**src/rtl/hazard_ctrl.sv**
```systemverilog
// hazard_ctrl: stall and forwarding-select generator for a five-stage MIPS pipeline.
// Tracks destination register, result source and derived Tnew for the E, M and W
// stages. These are compared against operand demand (Tuse) from D, E and M.
//
// Ports:
//   clk, reset                 clock, asynchronous active-high reset
//   rs_D, rt_D                 source registers of the D instruction
//   tuse_rs_D, tuse_rt_D       cycles until each operand is consumed (3 = unused)
//   a3_D, src_D                destination register and result source of D
//   stall                      freeze PC/D, inject bubble into E
//   F_CMP_A_D, F_CMP_B_D       comparator operand bypass selects
//   F_ALU_A_E, F_ALU_B_E       ALU operand bypass selects
//   F_DM_Data_M                store-data bypass select
//   stall_cnt                  saturating stall-cycle counter (only with HAZARD_STALL_CNT_EN)
//
// Optional feature macro: HAZARD_STALL_CNT_EN
module hazard_ctrl (
  input  logic       clk,
  input  logic       reset,
  input  logic [4:0] rs_D,
  input  logic [4:0] rt_D,
  input  logic [1:0] tuse_rs_D,
  input  logic [1:0] tuse_rt_D,
  input  logic [4:0] a3_D,
  input  logic [1:0] src_D,
  output logic       stall,
  output logic [2:0] F_CMP_A_D,
  output logic [2:0] F_CMP_B_D,
  output logic [1:0] F_ALU_A_E,
  output logic [1:0] F_ALU_B_E,
  output logic [1:0] F_DM_Data_M
`ifdef HAZARD_STALL_CNT_EN
  ,
  output logic [31:0] stall_cnt
`endif
);

  localparam int unsigned REG_W  = 5;
  localparam int unsigned SRC_W  = 2;
  localparam int unsigned TNEW_W = 2;
  localparam int unsigned CNT_W  = 32;

  localparam logic [SRC_W-1:0] SRC_DM   = 2'b01;
  localparam logic [SRC_W-1:0] SRC_LINK = 2'b10;

  // Stage records
  logic [REG_W-1:0] e_rs_q, e_rt_q, e_a3_q;
  logic [SRC_W-1:0] e_src_q;
  logic [REG_W-1:0] m_rt_q, m_a3_q;
  logic [SRC_W-1:0] m_src_q;
  logic [REG_W-1:0] w_a3_q;
  logic [SRC_W-1:0] w_src_q;

  logic [REG_W-1:0] e_rs_d, e_rt_d, e_a3_d;
  logic [SRC_W-1:0] e_src_d;

  logic [TNEW_W-1:0] tnew_e, tnew_m;

  // Remaining result latency in E: LINK known already, ALU after E, load after M
  function automatic logic [TNEW_W-1:0] calc_tnew_e(input logic [SRC_W-1:0] src);
    logic [TNEW_W-1:0] t;
    t = TNEW_W'(1);
    if (src == SRC_DM)        t = TNEW_W'(2);
    else if (src == SRC_LINK) t = TNEW_W'(0);
    return t;
  endfunction

  function automatic logic op_stall(input logic [REG_W-1:0]  r,
                                    input logic [1:0]        tuse,
                                    input logic [REG_W-1:0]  a3e,
                                    input logic [TNEW_W-1:0] tne,
                                    input logic [REG_W-1:0]  a3m,
                                    input logic [TNEW_W-1:0] tnm);
    logic s;
    s = 1'b0;
    if (r != '0 && tuse != 2'd3) begin
      if (a3e == r && tne > tuse) s = 1'b1;
      if (a3m == r && tnm > tuse) s = 1'b1;
    end
    return s;
  endfunction

  // Comparator select: nearest producer wins; a not-yet-ready producer yields 000
  function automatic logic [2:0] cmp_sel(input logic [REG_W-1:0] r,
                                         input logic [REG_W-1:0] a3e,
                                         input logic [SRC_W-1:0] srce,
                                         input logic [REG_W-1:0] a3m,
                                         input logic [SRC_W-1:0] srcm,
                                         input logic [REG_W-1:0] a3w,
                                         input logic [SRC_W-1:0] srcw);
    logic [2:0] s;
    s = 3'b000;
    if (r == '0) begin
      s = 3'b000;
    end else if (a3e == r) begin
      s = (srce == SRC_LINK) ? 3'b111 : 3'b000;
    end else if (a3m == r) begin
      if (srcm == SRC_LINK)    s = 3'b101;
      else if (srcm == SRC_DM) s = 3'b000;
      else                     s = 3'b110;
    end else if (a3w == r) begin
      if (srcw == SRC_LINK)    s = 3'b011;
      else if (srcw == SRC_DM) s = 3'b010;
      else                     s = 3'b100;
    end
    return s;
  endfunction

  // W-stage select shared by ALU and store-data paths
  function automatic logic [1:0] w_sel(input logic [REG_W-1:0] r,
                                       input logic [REG_W-1:0] a3w,
                                       input logic [SRC_W-1:0] srcw);
    logic [1:0] s;
    s = 2'b00;
    if (r != '0 && a3w == r) s = (srcw == SRC_DM) ? 2'b01 : 2'b10;
    return s;
  endfunction

  // ALU select: M result usable unless it is a load still in flight
  function automatic logic [1:0] alu_sel(input logic [REG_W-1:0] r,
                                         input logic [REG_W-1:0] a3m,
                                         input logic [SRC_W-1:0] srcm,
                                         input logic [REG_W-1:0] a3w,
                                         input logic [SRC_W-1:0] srcw);
    logic [1:0] s;
    s = w_sel(r, a3w, srcw);
    if (r != '0 && a3m == r && srcm != SRC_DM) s = 2'b11;
    return s;
  endfunction

  // Tnew derivation and stall
  always_comb begin
    tnew_e = calc_tnew_e(e_src_q);
    tnew_m = (m_src_q == SRC_DM) ? TNEW_W'(1) : TNEW_W'(0);
    stall  = op_stall(rs_D, tuse_rs_D, e_a3_q, tnew_e, m_a3_q, tnew_m) |
             op_stall(rt_D, tuse_rt_D, e_a3_q, tnew_e, m_a3_q, tnew_m);
  end

  // Bypass selects
  always_comb begin
    F_CMP_A_D   = cmp_sel(rs_D, e_a3_q, e_src_q, m_a3_q, m_src_q, w_a3_q, w_src_q);
    F_CMP_B_D   = cmp_sel(rt_D, e_a3_q, e_src_q, m_a3_q, m_src_q, w_a3_q, w_src_q);
    F_ALU_A_E   = alu_sel(e_rs_q, m_a3_q, m_src_q, w_a3_q, w_src_q);
    F_ALU_B_E   = alu_sel(e_rt_q, m_a3_q, m_src_q, w_a3_q, w_src_q);
    F_DM_Data_M = w_sel(m_rt_q, w_a3_q, w_src_q);
  end

  // E record loads a bubble while stalled
  always_comb begin
    e_rs_d  = rs_D;
    e_rt_d  = rt_D;
    e_a3_d  = a3_D;
    e_src_d = src_D;
    if (stall) begin
      e_rs_d  = '0;
      e_rt_d  = '0;
      e_a3_d  = '0;
      e_src_d = '0;
    end
  end

  // Stage record pipeline
  always_ff @(posedge clk or posedge reset) begin
    if (reset) begin
      e_rs_q  <= '0;
      e_rt_q  <= '0;
      e_a3_q  <= '0;
      e_src_q <= '0;
      m_rt_q  <= '0;
      m_a3_q  <= '0;
      m_src_q <= '0;
      w_a3_q  <= '0;
      w_src_q <= '0;
    end else begin
      e_rs_q  <= e_rs_d;
      e_rt_q  <= e_rt_d;
      e_a3_q  <= e_a3_d;
      e_src_q <= e_src_d;
      m_rt_q  <= e_rt_q;
      m_a3_q  <= e_a3_q;
      m_src_q <= e_src_q;
      w_a3_q  <= m_a3_q;
      w_src_q <= m_src_q;
    end
  end

`ifdef HAZARD_STALL_CNT_EN
  logic [CNT_W-1:0] stall_cnt_q, stall_cnt_d;

  // Saturating count of stalled cycles
  always_comb begin
    stall_cnt_d = stall_cnt_q;
    if (stall && stall_cnt_q != {CNT_W{1'b1}}) stall_cnt_d = stall_cnt_q + CNT_W'(1);
  end

  always_ff @(posedge clk or posedge reset) begin
    if (reset) stall_cnt_q <= '0;
    else       stall_cnt_q <= stall_cnt_d;
  end

  assign stall_cnt = stall_cnt_q;
`endif

endmodule

```
**config.mk**
```make
export PLATFORM = sky130hd
export DESIGN_NAME = hazard_ctrl
export DESIGN_NICKNAME = d
export VERILOG_FILES = /design/src/rtl/hazard_ctrl.sv
export SDC_FILE = /design/constraint.sdc
export NUM_CORES = 1
export LEC_CHECK = 0
export ABC_CLOCK_PERIOD_IN_PS = 4500
export BUFFER_PORTS_ARGS = -buffer_cell sky130_fd_sc_hd__buf_2
export CORE_UTILIZATION = 35
export CTS_BUF_LIST = sky130_fd_sc_hd__clkbuf_16
export CTS_CLUSTER_DIAMETER = 200
export DETAILED_ROUTE_END_ITERATION = 6
export GPL_ROUTABILITY_DRIVEN = 0
export GPL_TIMING_DRIVEN = 0
export MAX_ROUTING_LAYER = met4
export SETUP_SLACK_MARGIN = 0.15
export SLEW_MARGIN = 20
export SYNTH_ARGS = -nofsm -noshare
export SYNTH_HDL_FRONTEND = slang
export SYNTH_SLANG_ARGS = --single-unit
```
**constraint.sdc**
```tcl
create_clock -name clk -period 4.5 [get_ports clk]
set_input_delay 0.45 -clock clk [delete_from_list [all_inputs] [get_ports clk]]
set_output_delay 0.45 -clock clk [all_outputs]
set_load 0.01 [all_outputs]
```
==> metrics.txt, run 1 <==
outcome=finished with violations; failing checks=DRC; non-filler cells, final=357; IO buf count=29; syn_area_per_cell=9.635 um^2; Pleak=1.207 nW; Sw Ratio=0.2818; PostCTS Resize Cnt=0; H-Tree Depth=2; Rel. slew slack=0.5172; crit path time final=3009 ps; CP endpoint kind=output pin; Vias/cell=5.120; Skew-Pair Late Insertion Delay=270 ps; fmax=332.4 MHz; final setup vio count=0; Total GRT Usage=0.1704; Clock power frac=0.369; number of flops mapped to enable cells by yosys=0; syn_nets=278; synth unique cells=35; Initial Util=0.3661; FF+latch count, synth=36; top_reg_cell synth=dfrtp_1; Synth area leader=dfrtp_1; Placed Cells=350; Area Overhead vs Synth=15.91%; Power Total=0.8641 mW; Final Cycle Share=0.6686; share of total power in combinational logic=0.202; Die Footprint=7049 um^2; largest net degree at the start of global routing=37; synth warn=0; Nets=314; worst vdd ir=0.0001473 V; most frequent cell after synthesis=dfrtp_1; IO Pins=36; post-synthesis cell count=244; ant diodes=0; Cell Area, Placed=2592 um^2; DRC=2; Core Footprint=6422 um^2; TritonCTS clock tree=yes; CP startpoint kind=flip-flop; CP required=4050 ps; unrepaired setup endpoints after global routing=false; CTS Buf Count=5; Worst-path clk slew=50 ps; Worst Path Buf+Inv=4; die width=83.96 um; Pre-Repair DR Iteration Count=6; pwr dens=317.1 nW/um^2; Worst R2R Path Depth=9; Least-Margin Pin Slew=723.2 ps; Critical Path AT=2560 ps; Clock Skews=1.746 ps; clock tree root driver cell=clkbuf_16; ratio of cells with drive above 1 in the final layout=0.1929; clock buffer depth=2; sequential area share after synthesis=0.3832; CP cell instances=inv_1 -> ha_1 -> inv_1 -> ha_1 -> or2b_1 -> a211oi_1 -> a211oi_1 -> a32o_1 -> buf_6 -> nand3b_1 -> buf_2; crit path max fanout=9; Iter 0 DRT Violations=82; Worst R2R Start=m_src_q[1]$_DFF_PP0_; Net Sw Power=0.2435 mW; Antenna Nets Post-Route=0; top post-synthesis cells by area=dfrtp_1 (38%), xor2_1 (12%), xnor2_1 (8.2%), ha_1 (5.9%), nor2_4 (4.8%); worst hold path class=in2async; routed via count=1,828; gr ovfl total=0; CTS hold repair buffers=0; sequential group share of total power=0.429; global-route wire length before repair=8.963 mm; FP Rows=29; RR Endpoint=e_rs_q[1]$_DFF_PP0_; CP Class=reg2out; cell area after layout=2725 um^2; CTS sink count=36; asr flop ratio synth=1.000; Int Power=0.6206 mW; final hold vios=0; R2R Setup Slk=2190 ps; Post-synth top cells=dfrtp_1 (36), xor2_1 (32), xnor2_1 (22); Die Y=83.96 um; Cell Area, Synth=2351 um^2; number of global-route vias before repair=1,824; Yosys top cell area share=0.3832; largest stage delay on the critical path=380 ps; routed len/inst=15.25 um; final wirelength=5.445 mm; delay-heaviest family, CP=adder cells; max_cap viols=0; Setup Buffers After CTS=0; initial antenna violation count=0; fin. max-slew vios=0; Sum Neg Setup Slack=0 ps; CP max-delay cell=dfrtp_1; detailed placement HPWL=4.104 mm
[power groups by stage]
stage | Combinational, mW | Sequential, mW | Clock (mW)
CTS | 0.176 | 0.371 | 0.323
detailed placement | 0.175 | 0.376 | 0
global placement | 0.170 | 0.376 | 0
floorplan | 0.131 | 0.369 | 0
finish | 0.175 | 0.371 | 0.319
global route | 0.196 | 0.374 | 0.339
[metal layers]
layer | track usage | up-vias | wire length (um)
li1 | - | 905 | -
met1 | 0.2240 | 878 | 2516
met2 | 0.2735 | 38 | 2655
met3 | 0.02967 | 7 | 208
met4 | 0.04232 | 0 | 65
met5 | - | - | 0
[registers in the layout, indices dropped and copies added (netlist names)]
register / count
m_src_q: 2
w_src_q: 2
w_a3_q: 5
m_rt_q: 5
e_rt_q: 5
m_a3_q: 5
e_rs_q: 5
e_a3_q: 5
e_src_q: 2
[per-stage QoR]
stage	util	setup slack, ps	hold WS [ps]
floorplan	-	2009	377.5
global placement	0.4037	1822	394.3
detailed placement	0.4037	1780	403.0
CTS	0.4243	1481	326.7
global route	0.4243	1334	384.1
finish	0.4243	1491	294.7
[layout make-up]
type                            count  area, um^2
Fill cell                         653        3697
Multi-Input combinational cell    182        1319
Sequential cell                    36       900.9
Timing Repair Buffer               29       145.1
Clock buffer                        5       125.1
Tap cell                           77       96.34
Buffer                             15       90.09
Inverter                           11       41.29
Clock inverter                      2       7.507
[cells by family after synthesis]
family	share of synthesized area
simple gates	0.2310
xor+xnor	0.2012
flops	0.3832
fa+ha+maj	0.05854
buf+inv	0.05588
compound gates	0.07026
[worst max path at each step]
stage,cells after the start,start,to,slack (ps)
final,11,e_src_q[0]$_DFF_PP0_,stall,1490
after global routing,11,e_src_q[0]$_DFF_PP0_,stall,1330
after CTS,11,e_src_q[0]$_DFF_PP0_,stall,1480
after detailed placement,11,e_src_q[0]$_DFF_PP0_,stall,1780
after global placement,11,e_src_q[0]$_DFF_PP0_,stall,1820
after floorplan,10,e_src_q[0]$_DFF_PP0_,stall,2010
[layout by cell type, fill, tap and decap left out, types with 3 or more instances in the layout]
cell        n
dfrtp_1    36
xor2_1     32
buf_2      31
xnor2_1    22
nand3_1    21
nor2_1     15
a21oi_1    14
nor3_1     13
ha_1       11
inv_1      10
clkbuf_1   10
nor2_4     10
nand4_1     8
nand2_1     6
clkbuf_16   5
or4_1       4
o21ai_0     4
nor4_1      3
Note: power is estimated with default switching activity, not from simulation.
==> run 2, diff against run 1 <==
Settings changed: ABC_AREA from default to 1, ABC_CLOCK_PERIOD_IN_PS 4500 to 2500.
Clock period 4.5 ns to 2.5 ns, I/O delays scaled along.
==> metrics.txt, run 2 <==
DRC=4 (+2); Critical Path AT=2010 ps (-550 ps); multiplexer area fraction after synthesis=0 (unchanged); Yosys top cell area share=0.3816 (-0.001625); CP required=2250 ps (-1800 ps); crit path time final=2264 ps; Die Footprint=7078 um^2 (+0.41%); syn_nets=351 (+26%); pwr dens=580.3 nW/um^2 (+83%); Area Overhead vs Synth=22.89%; detailed placement HPWL=4.282 mm (+4.3%); worst vdd ir=0.0004244 V (+190%); Place WS=158.6 ps (-1621 ps); Worst-path clk slew=50 ps (about the same); Post-Synth Adder-Cell Area=0.05829 (-0.0002482); post-synthesis cell count=317 (+30%); Final Cycle Share=0.9057; Clock Skews=2.884 ps (+1.138 ps); Synth Area in Simple Gates=0.2883 (+0.05731); clock buffer depth=2 (unchanged); Worst R2R Start=e_src_q[1]$_DFF_PP0_; CTS sink count=36 (unchanged); CP Class=reg2out; largest net degree at the start of global routing=37 (unchanged); IO Pins=36 (unchanged); CP endpoint kind=output pin; number of flops mapped to enable cells by yosys=0 (unchanged); worst hold path class=in2async; Worst R2R Path Depth=13 (+4); Die Y=84.13 um (+0.20%); clock tree root driver cell=clkbuf_16; ant diodes=0 (unchanged); fin. max-slew vios=0 (unchanged); synth warn=0 (unchanged); Post-synth top cells=nand2_1 (70), inv_1 (50), nor2_1 (43); Least-Margin Pin Slew=740.1 ps (+16.94 ps); IO buf count=35 (+21%); Core Footprint=6422 um^2 (unchanged); routed via count=2,105 (+15%); Pleak=1.553 nW (+29%); Synth Area in Compound Gates=0.05140 (-0.01885); outcome=finished with violations; RR Endpoint=e_rt_q[2]$_DFF_PP0_; Pre-Repair DR Iteration Count=6 (unchanged); die width=84.13 um (+0.20%); crit path max fanout=6 (-3); Skew-Pair Late Insertion Delay=280 ps (about the same); global-route wire length before repair=9.266 mm (+3.4%); commonest non-fill, non-tap cell in the layout=nand2_1; CTS Buf Count=5 (unchanged); syn_area_per_cell=7.448 um^2 (-23%); asr flop ratio synth=1.000 (unchanged); final hold vios=0 (unchanged); Initial Util=0.3676 (+0.001558); Power Total=1.684 mW (+95%); final setup vio count=0 (unchanged); CP startpoint kind=flip-flop; synth unique cells=24 (-31%); routed len/inst=12.80 um (-16%); top post-synthesis cells by area=dfrtp_1 (38%), nand2_1 (11%), inv_1 (7.9%), nor2_1 (6.8%), xor2_1 (6.7%); sequential group share of total power=0.394 (-0.035); Sum Neg Setup Slack=0 ps (unchanged); Int Power=1.220 mW (+97%); share of total power in combinational logic=0.193 (-0.009); Sw Ratio=0.2756 (-0.006221); cell area after layout=2902 um^2 (+6.5%); gr ovfl total=0 (unchanged); Cell Area, Placed=2633 um^2 (+1.5%); top_reg_cell synth=dfrtp_1; TritonCTS clock tree=yes; Synth area leader=dfrtp_1; R2R Setup Slk=530 ps (-1660 ps); final wirelength=5.697 mm (+4.6%); Antenna Nets Post-Route=0 (unchanged); Nets=401 (+28%); Cell Area, Synth=2361 um^2 (+0.43%); Vias/cell=4.730 (-7.6%); most frequent cell after synthesis=nand2_1; Iter 0 DRT Violations=96 (+17%); ratio of cells with drive above 1 in the final layout=0.1957 (+0.002795); fmax=441.6 MHz; initial antenna violation count=0 (unchanged); Synth Area in XOR/XNOR=0.1224 (-0.07875); FF+latch count, synth=36 (unchanged); Total GRT Usage=0.1767 (+0.006261); number of global-route vias before repair=1,916 (+5.0%); unrepaired setup endpoints after global routing=true; Clock power frac=0.413 (+0.044); sequential area share after synthesis=0.3816 (-0.001625); final setup margin=235.8 ps (-1255 ps); FP Rows=29 (unchanged); Rel. slew slack=0.5059 (-0.01131); max_cap viols=0 (unchanged); leading cell types in the layout, fill and taps excluded=nand2_1 (70), inv_1 (48), nor2_1 (43), dfrtp_1 (36), buf_2 (35); Net Sw Power=0.4640 mW (+91%); H-Tree Depth=2 (unchanged); failing checks=DRC; main combinational cell family by area after synthesis=simple AND/OR/NAND/NOR gates
-- run 2: cells by family (layout without fill, tap and decap cells) --
| kind of cell | count (synthesis) | after routing |
|---|---|---|
| and+or+nand+nor | 157 | 157 |
| buffers and inverters | 57 | 108 |
| adders and majority gates | 11 | 11 |
| DFF | 36 | 36 |
| AOI/OAI and AO/OA | 23 | 23 |
| xor gates and xnor gates | 33 | 33 |
-- run 2: worst max-delay path by stage --
stage	start	slack (ps)	endpoint
6_report	e_src_q[1]$_DFF_PP0_	240	stall
5_1_grt	e_src_q[1]$_DFF_PP0_	140	stall
4_1_cts	e_src_q[1]$_DFF_PP0_	160	stall
3_5_place_dp	m_src_q[1]$_DFF_PP0_	160	stall
3_3_place_gp	m_src_q[1]$_DFF_PP0_	180	stall
2_1_floorplan	m_src_q[1]$_DFF_PP0_	680	stall
-- run 2: through the flow --
stage,std cells,utilization,hold WS [ps]
after floorplan,317,-,356.2
after global placement,429,0.4099,390.6
after detailed placement,429,0.4099,388.6
after CTS,440,0.4424,134.1
after global routing,445,0.4518,167.3
final,445,0.4518,98.47
-- run 2: layer usage --
metal | share of wire | wire (um) | up-vias | global-route usage
li1 | - | - | 1076 | -
met1 | 0.48 | 2715 | 984 | 0.2251
met2 | 0.48 | 2738 | 40 | 0.2861
met3 | 0.032 | 180 | 5 | 0.03736
met4 | 0.011 | 63 | 0 | 0.04702
met5 | 0 | 0 | - | -
-- run 2: final cells by class --
type	count	area (um^2)
fillers	628	3521
repair buffers	43	241.5
multi-input cells	224	1267
well taps	77	96.34
flip-flops and latches	36	900.9
plain buffers	5	36.28
inverters	52	195.2
clock buffers	5	125.1
clock inverters	3	38.79
-- run 2: worst max-delay path, cell delays in order, from the launching register on --
cell,delay [ps]
dfrtp_1,400
ha_1,300
inv_2,50
ha_1,260
inv_1,50
nor2_1,40
a21oi_1,120
nand2_1,70
nand2_1,60
nand2_1,80
nand2_4,90
buf_12,120
buf_6,90
-- run 2: timing repair --
item / 4_1_cts / 5_1_grt
gates resized for setup: 4 / 6
hold buffers: 0 / 0
setup endpoints to repair: 1 / 1
setup buffers: 3 / 5
pin swaps: 1 / 6
-- run 2: power by group through the flow --
stage / combinational, mW / clock [mW] / sequential, mW
floorplan: 0.216 / 0 / 0.661
global placement: 0.299 / 0 / 0.672
detailed placement: 0.305 / 0 / 0.673
CTS: 0.316 / 0.705 / 0.662
global route: 0.367 / 0.750 / 0.668
finish: 0.325 / 0.696 / 0.663
